$ cat config.mk
export PLATFORM = sky130hd
export DESIGN_NAME = muldiv_unit
export DESIGN_NICKNAME = d
export VERILOG_FILES = /design/src/rtl/defines.sv /design/src/rtl/muldiv_unit.sv
export SDC_FILE = /design/constraint.sdc
export NUM_CORES = 1
export LEC_CHECK = 0
export ABC_AREA = 1
export CAP_MARGIN = 20
export CORE_MARGIN = 1
export CORE_UTILIZATION = 50
export DETAILED_ROUTE_END_ITERATION = 16
export PLACE_DENSITY = 0.69
export SLEW_MARGIN = 20
export SYNTH_ARGS = -nofsm -noshare
export SYNTH_HDL_FRONTEND = slang
export SYNTH_SLANG_ARGS = --single-unit
$ cat constraint.sdc
create_clock -name clk_i -period 7.6 [get_ports clk_i]
set_input_delay 1.52 -clock clk_i [delete_from_list [all_inputs] [get_ports clk_i]]
set_output_delay 1.52 -clock clk_i [all_outputs]
set_load 0.05 [all_outputs]
$ cat src/rtl/defines.sv
// rtl/defines.sv - shared widths, RV32M op encodings and FSM states for the mul/div unit
package defines;

  localparam int DATA_WIDTH = 32;
  localparam logic [6:0] FUNCT7_MULDIV = 7'b0000001;
  localparam int MULDIV_CYCLES = 32;

  typedef enum logic [2:0] {
    OP_MUL    = 3'b000,
    OP_MULH   = 3'b001,
    OP_MULHSU = 3'b010,
    OP_MULHU  = 3'b011,
    OP_DIV    = 3'b100,
    OP_DIVU   = 3'b101,
    OP_REM    = 3'b110,
    OP_REMU   = 3'b111
  } muldiv_op_e;

  typedef enum logic [1:0] {
    S_IDLE = 2'd0,
    S_BUSY = 2'd1,
    S_DONE = 2'd2
  } muldiv_state_e;

endpackage

$ cat src/rtl/muldiv_unit.sv
// rtl/muldiv_unit.sv - iterative RV32M multiply/divide, one shift-add or restoring step per cycle
module muldiv_unit
  import defines::*;
#(
  parameter int WIDTH = DATA_WIDTH
) (
  input  logic             clk_i,
  input  logic             rst_i,
  input  logic             start_i,
  input  logic [2:0]       funct3_i,
  input  logic [WIDTH-1:0] operand1_i,
  input  logic [WIDTH-1:0] operand2_i,
  input  logic             flush_i,
  output logic             busy_o,
  output logic             done_o,
  output logic [WIDTH-1:0] result_o
);

  localparam logic [5:0] LAST_ITER = 6'(MULDIV_CYCLES - 1);

  muldiv_state_e    state_q, state_d;
  logic [5:0]       cnt_q, cnt_d;
  muldiv_op_e       op_q, op_d;
  logic [2*WIDTH-1:0] acc_q, acc_d;
  logic [WIDTH-1:0] b_q, b_d;
  logic             sa_q, sa_d, sb_q, sb_d;
  logic [WIDTH-1:0] result_q, result_d;

  logic [WIDTH:0]     mul_sum;
  logic [2*WIDTH-1:0] mul_next, div_next, step, prod_fix;
  logic [WIDTH:0]     div_hi;
  logic [WIDTH+1:0]   div_diff;
  logic [WIDTH-1:0]   quo_fix, rem_fix, fix_result;

  // acc holds {product_hi, multiplier} for multiplies and {remainder, quotient} for divides
  always_comb begin
    mul_sum  = {1'b0, acc_q[2*WIDTH-1:WIDTH]} + (acc_q[0] ? {1'b0, b_q} : '0);
    mul_next = {mul_sum, acc_q[WIDTH-1:1]};
    div_hi   = acc_q[2*WIDTH-1:WIDTH-1];
    div_diff = {1'b0, div_hi} - {2'b00, b_q};
    if (!div_diff[WIDTH+1]) begin
      div_next = {div_diff[WIDTH-1:0], acc_q[WIDTH-2:0], 1'b1};
    end else begin
      div_next = {div_hi[WIDTH-1:0], acc_q[WIDTH-2:0], 1'b0};
    end
    step     = op_q[2] ? div_next : mul_next;
    prod_fix = (sa_q ^ sb_q) ? -step : step;
    quo_fix  = (sa_q ^ sb_q) ? -step[WIDTH-1:0] : step[WIDTH-1:0];
    rem_fix  = sa_q ? -step[2*WIDTH-1:WIDTH] : step[2*WIDTH-1:WIDTH];
    case (op_q)
      OP_MUL:                       fix_result = prod_fix[WIDTH-1:0];
      OP_MULH, OP_MULHSU, OP_MULHU: fix_result = prod_fix[2*WIDTH-1:WIDTH];
      OP_DIV, OP_DIVU:              fix_result = quo_fix;
      default:                      fix_result = rem_fix;
    endcase
  end

  logic             in_div, in_sgn1, in_sgn2, a_neg, b_neg, div_zero, div_ovf;
  logic [WIDTH-1:0] a_abs, b_abs;
  muldiv_op_e       in_op;

  always_comb begin
    state_d  = state_q;
    cnt_d    = cnt_q;
    op_d     = op_q;
    acc_d    = acc_q;
    b_d      = b_q;
    sa_d     = sa_q;
    sb_d     = sb_q;
    result_d = result_q;

    in_op    = muldiv_op_e'(funct3_i);
    in_div   = funct3_i[2];
    in_sgn1  = in_div ? ~funct3_i[0] : (in_op != OP_MULHU);
    in_sgn2  = in_div ? ~funct3_i[0] : (in_op == OP_MUL || in_op == OP_MULH);
    a_neg    = in_sgn1 & operand1_i[WIDTH-1];
    b_neg    = in_sgn2 & operand2_i[WIDTH-1];
    a_abs    = a_neg ? -operand1_i : operand1_i;
    b_abs    = b_neg ? -operand2_i : operand2_i;
    div_zero = in_div && (operand2_i == '0);
    div_ovf  = in_div && !funct3_i[0] && (operand1_i == {1'b1, {(WIDTH-1){1'b0}}})
               && (operand2_i == '1);

    case (state_q)
      S_IDLE: begin
        if (start_i && !flush_i) begin
          op_d  = in_op;
          sa_d  = a_neg;
          sb_d  = b_neg;
          acc_d = {{WIDTH{1'b0}}, a_abs};
          b_d   = b_abs;
          cnt_d = '0;
          // architecturally defined corner cases skip the iteration entirely
          if (div_zero) begin
            result_d = funct3_i[1] ? operand1_i : '1;
            state_d  = S_DONE;
          end else if (div_ovf) begin
            result_d = funct3_i[1] ? '0 : operand1_i;
            state_d  = S_DONE;
          end else begin
            state_d = S_BUSY;
          end
        end
      end
      S_BUSY: begin
        if (flush_i) begin
          state_d = S_IDLE;
        end else begin
          acc_d = step;
          cnt_d = cnt_q + 6'd1;
          if (cnt_q == LAST_ITER) begin
            state_d  = S_DONE;
            result_d = fix_result;
          end
        end
      end
      S_DONE:  state_d = S_IDLE;
      default: state_d = S_IDLE;
    endcase
  end

  always_ff @(posedge clk_i) begin
    if (rst_i) begin
      state_q  <= S_IDLE;
      cnt_q    <= '0;
      op_q     <= OP_MUL;
      acc_q    <= '0;
      b_q      <= '0;
      sa_q     <= 1'b0;
      sb_q     <= 1'b0;
      result_q <= '0;
    end else begin
      state_q  <= state_d;
      cnt_q    <= cnt_d;
      op_q     <= op_d;
      acc_q    <= acc_d;
      b_q      <= b_d;
      sa_q     <= sa_d;
      sb_q     <= sb_d;
      result_q <= result_d;
    end
  end

  assign busy_o   = (state_q == S_BUSY);
  assign done_o   = (state_q == S_DONE);
  assign result_o = result_q;

endmodule

== Yosys cells after proc, flatten, opt, wreduce, memory -nomap -nowiden ==
Cells that the tools add are included.
Cells by class
  add/subtract/negate cells: 8
  equality and inequality tests: 17
  muxes and demuxes: 31
  bitwise logic cells: 4
  reductions and logical operators: 19
Operators with widths (number)
  two-way mux 32 bit: 12
  two-way mux 64 bit: 5
  negation 32 bit: 4
  case mux 64 bit (2 select lines): 1
  case mux 32 bit (3 select lines): 1
  == test 32 bit (second input constant): 2
  negation 64 bit: 1
  case mux 32 bit (2 select lines): 1
  subtractor 33 x 32 -> 34 bit: 1
  adder 32 x 32 -> 33 bit: 1
  zero test 32 bit: 1
  two-way mux 6 bit: 2
  case mux 6 bit (2 select lines): 1
  two-way mux 2 bit: 5
  adder 6 x 1 -> 6 bit (second input constant): 1
  == test 3 x 1 -> 1 bit (second input constant): 2
  == test 3 x 2 -> 1 bit (second input constant): 2
  == test 3 bit (second input constant): 2
  == test 6 x 5 -> 1 bit (second input constant): 1
  zero test 3 bit: 2
  inequality test 3 x 2 -> 1 bit (second input constant): 2
  logical AND 1 bit: 5
  AND reduction 5 bit: 1
  inequality test 2 bit (second input constant): 2
  17 further kinds: 21
Storage, ports and cells
  register bits: 141
  logic and storage cells: 87

== Depth between registers and ports, before layout ==
  word-level depth: 9
  mapped depth: 35

== Worst setup path after synthesis ==
OpenSTA, ideal clock, no wires.
  path type: register to register
  start: register b_q[24]
  end: register result_q[24] (netlist: result_o[24])
  setup time: 0.122 ns
  arrival: 3.511 ns
  data required time: 7.478 ns
  path slack: 3.967 ns
  cell stages (with the launch flop): 32
  path buffers: 0
  path through: dfxtp_1 -> inv_1 -> ha_1 -> a21oi_1 -> nand2_1 -> clkinv_1 -> nand2_2 -> a21oi_4 -> nand3_1 -> inv_1 -> nor2_1 -> inv_1 -> ha_1 -> inv_1 -> nor2_1 -> nand2_1 -> nor2_1 -> nand2_1 -> nor2_2 -> nand2_1 -> nor3_2 -> nand3_2 -> nor2_4 -> nand4_4 -> o21ai_2 -> nand2_1 -> nand2_1 -> nand2_1 -> nand2_1 -> nand2_1 -> nand2_1 -> a21oi_2
On the way
  cells in the longest elaborated chain, start to end: 9
  elaborated cells on any way between the ends: 15
  classes of those cells: 5 x add/sub; 10 x mux
RTL lines
  from (decl): line muldiv_unit.sv:25  | logic [WIDTH-1:0] b_q, b_d;
  from (signal assigned): line muldiv_unit.sv:128  | b_q <= '0;
  from (signal assigned): line muldiv_unit.sv:137  | b_q <= b_d;
  subtractor 33 x 32 -> 34 bit or two-way mux 32 bit (tied branches): line muldiv_unit.sv:40, muldiv_unit.sv:37
  two-way mux 64 bit or adder 32 x 32 -> 33 bit (tied branches): line muldiv_unit.sv:41, muldiv_unit.sv:37
  two-way mux 64 bit *: line muldiv_unit.sv:46  | step = op_q[2] ? div_next : mul_next;
  negation 64 bit, or another cell as far along: line muldiv_unit.sv:47  | prod_fix = (sa_q ^ sb_q) ? -step : step;
  two-way mux 64 bit, or another cell as far along: line muldiv_unit.sv:47
  case mux 32 bit (3 select lines) *: line muldiv_unit.sv:50  | case (op_q)
  two-way mux 32 bit *: line muldiv_unit.sv:111  | if (cnt_q == LAST_ITER) begin
  two-way mux 32 bit *: line muldiv_unit.sv:106  | if (flush_i) begin
  case mux 32 bit (2 select lines) *: line muldiv_unit.sv:84  | case (state_q)
  to (signal assigned): line muldiv_unit.sv:140  | result_q <= result_d;
  to (decl): line muldiv_unit.sv:27  | logic [WIDTH-1:0] result_q, result_d;
Every way passes the cells marked *; elsewhere a longest branch is shown, timed or not. The select of a mux whose other input is x is not followed.
A chain may end at the register's enable or synchronous reset.

== Final worst setup path ==
  start: register acc_q[33]
  end: register result_q[0] (netlist: result_o[0])
On the way
  cells in the longest elaborated chain, start to end: 9
  elaborated cells on any way between the ends: 14
  classes of those cells: 5 x add/sub; 9 x mux
RTL lines
  from (decl): line muldiv_unit.sv:24  | logic [2*WIDTH-1:0] acc_q, acc_d;
  from (signal assigned): line muldiv_unit.sv:127  | acc_q <= '0;
  from (signal assigned): line muldiv_unit.sv:136  | acc_q <= acc_d;
  subtractor 33 x 32 -> 34 bit: line muldiv_unit.sv:40  | div_diff = {1'b0, div_hi} - {2'b00, b_q};
  two-way mux 64 bit: line muldiv_unit.sv:41  | if (!div_diff[WIDTH+1]) begin
  two-way mux 64 bit *: line muldiv_unit.sv:46
  negation 64 bit, or another cell as far along: line muldiv_unit.sv:47
  two-way mux 64 bit, or another cell as far along: line muldiv_unit.sv:47
  case mux 32 bit (3 select lines) *: line muldiv_unit.sv:50
  two-way mux 32 bit *: line muldiv_unit.sv:111
  two-way mux 32 bit *: line muldiv_unit.sv:106
  case mux 32 bit (2 select lines) *: line muldiv_unit.sv:84
Marks and branches as above.

==> qor.yml <==
grt_first_pass_wirelength_mm: 116.1
post-cts-setup-buffer-count: 0
cts.htree.levels: 4
ys_seq_elements: 141
final_cell_mix: "nand2_1, inv_1, nor2_1, a21oi_1, nand3_1"
maxSlewHeadroom_pct: 23.00
ctsRootBufferMaster: "clkbuf_16"
vias: 21880
crit_required_ns: 7.91
synth_top_area_share_pct: 20.58
cts.hold.buffers_added: 0
cp-start-kind: "flop"
routedWlPerCell_um: 21.01
grt_usage_pct: 42.77
outcome: "finished clean"
synth_area_leaders: "nand2_1, dfxtp_1, inv_1"
fin_setup_tns_ns: 0
nets: 3353
switching_share_pct: 46.60
rsz0062_at_grt: "false"
tightest_slew_ns: 1.155
p_leak_nw: 9.559
max_stage_delay_ns: 0.46
ys_seq_area_share_pct: 16.24
ir_drop_mv: 0.1693
synth_ff_type: "dfxtp_1"
drt_pass1_iterations: 6
die_w_um: 188.5
crit_path_end_kind: "flop"
vias_per_cell: 5.961
p_seq_share_pct: 26.2
antenna_found_initial: 1
p_total_mw: 3.126
min_period_ns: 5.221
cts_tree: "yes"
grt_max_degree: 93
ctsResizeCount: 0
critical_path.max_fanout: 34
grt_overflow: 0
synth-edff-count: 0
max_freq_ghz: 0.1915
syn_area_um2: 17380
routed_wl_mm: 77.12
netlist-cell-type-count: 61
hold_path_class: "reg2reg"
num_rows: 67
period_share_pct: 68.70
synth-async-reset-ratio_pct: 0
final-setup-viol-count: 0
num_antenna_cells: 0
placement.setup.worst_slack_ns: 2.423
dpl.hpwl_mm: 60.93
final_common_cell: "nand2_1"
fin_ws_ns: 2.379
slew_violations: 0
cts_made_buffers: 17
synth_cells: 3182
synth_fp_nets: 3325
core_um2: 33870
drt_iter0_markers: 3245
crit_slowest_cell: "dfxtp_1"
power_frac_clock_pct: 30.1
max_cap_violations: 0
die-area_um2: 35520
pwr-share-comb_pct: 43.6
pwr_density_cell_nw_per_um2: 162.4
clk_pin_slew_ns: 0.08
p_sw_mw: 1.457
io_pins: 105
initial_core_util_pct: 51.33
drive_gt1_share_pct: 5.864
arrival_ns: 5.53
areaGrowthSynthToFinish_pct: 10.74
die_y_um: 188.5
r2r_slack_ns: 2.38
drc_errors: 0
gp_congestion: 1.081
port_buffers: 104
p_int_mw: 1.670
cts_buffer_depth: 2
clkSinkCount: 141
synth_largest_area_cell: "nand2_1"
finalHoldViolCount: 0
path_class: "reg2reg"
clock_latency_ns: 0.47
clock_skew_ns: 0.01266
synth_area_per_cell_um2: 5.463
crit_top_cell: "nand2_1"
yosysWarnings: 0
grt_pass1_vias: 19440
whs_ns: 0.4709
ant_nets: 0
[sequential cells by signal, indices dropped and copies added, names as in the netlist]
| register | flops |
|---|---|
| sb_q | 1 |
| acc_q | 64 |
| result_o | 32 |
| op_q | 3 |
| b_q | 32 |
| state_q | 2 |
| sa_q | 1 |
| cnt_q | 6 |
[critical path, delay by kind of cell (launching register included)]
| family | cells | cell delay (ns) |
|---|---|---|
| AO/OA/AOI/OAI | 3 | 0.39 |
| adder cells (fa/ha/maj) | 2 | 0.52 |
| buffers and inverters | 3 | 0.33 |
| flip-flops | 1 | 0.46 |
| AND/OR/NAND/NOR | 24 | 3.35 |
[cell families after synthesis]
kind of cell	share of synthesized area (%)
AO/OA/AOI/OAI	18.00
XOR/XNOR	4.182
adder cells (fa/ha/maj)	5.268
buffers and inverters	12.68
flip-flops	16.24
AND/OR/NAND/NOR	43.63
[cell type report]
class,count,area [um2]
clock buffers,17,425.4
fillers,3599,14620
clock inverters,15,190.2
flip-flops and latches,141,2826
multi-input cells,2480,12390
well taps,448,560.5
inverters,447,1679
repair buffers,123,1179
[per-layer routing]
metal | up-vias | track usage (%) | share of wire (%)
met5 | - | 0 | 0.054
met4 | 2 | 14.30 | 3.4
met3 | 168 | 12.26 | 14
met2 | 1453 | 59.23 | 39
met1 | 9995 | 62.24 | 43
li1 | 10270 | - | -
[synthesized netlist by cell type (3+ instances only)]
| master | n |
|---|---|
| nor3_2 | 3 |
| o221ai_1 | 3 |
| buf_1 | 8 |
| nand3_1 | 230 |
| nand3_2 | 10 |
| o22ai_1 | 30 |
| xor2_1 | 60 |
| nor4_1 | 7 |
| ha_1 | 70 |
| o21bai_1 | 6 |
| nor2_1 | 339 |
| buf_4 | 6 |
| nand2_1 | 953 |
| o21ai_0 | 195 |
| a31oi_1 | 12 |
| nand3b_1 | 25 |
| o211ai_1 | 12 |
| o21ai_1 | 15 |
| nor2_2 | 26 |
| nand2_2 | 26 |
| buf_2 | 17 |
| inv_1 | 429 |
| buf_6 | 4 |
| clkinv_1 | 3 |
| or2_0 | 6 |
| a21oi_2 | 3 |
| a21oi_1 | 280 |
| nor2_4 | 8 |
| xnor2_1 | 23 |
| clkbuf_1 | 76 |
| or2_2 | 12 |
| nor3_1 | 33 |
| o21ai_2 | 11 |
| inv_2 | 14 |
| and2_1 | 3 |
| dfxtp_1 | 141 |
| o21a_1 | 4 |
| nand4_1 | 39 |
| nand3_4 | 3 |
| nand2_4 | 6 |
| or2_1 | 7 |
[power groups by stage]
stage	combinational [mW]	sequential [mW]	clock [mW]
floorplan	0.863	0.855	0
global placement	1.29	0.833	0
detailed placement	1.30	0.834	0
CTS	1.31	0.818	0.937
global route	1.47	0.824	0.967
finish	1.36	0.820	0.942
[per-stage QoR]
step                      util (%)  std cells  instance area [um2]
after floorplan                  -       3182                17380
after global placement       55.02       3639                18640
after detailed placement     55.02       3639                18640
after CTS                    56.84       3671                19250
after global routing         56.84       3671                19250
final                        56.84       3671                19250
[worst paths after layout]
path	start	to	cells after the start
worst max-delay path	acc_q[33]$_SDFFE_PP0P_	result_o[0]$_SDFFE_PP0P_	32
worst min-delay path	acc_q[3]$_SDFFE_PP0P_	acc_q[3]$_SDFFE_PP0P_	2
worst max register to register	acc_q[33]$_SDFFE_PP0P_	result_o[0]$_SDFFE_PP0P_	32
worst min register to register	acc_q[3]$_SDFFE_PP0P_	acc_q[3]$_SDFFE_PP0P_	2
(Power assumes the default switching activity.)
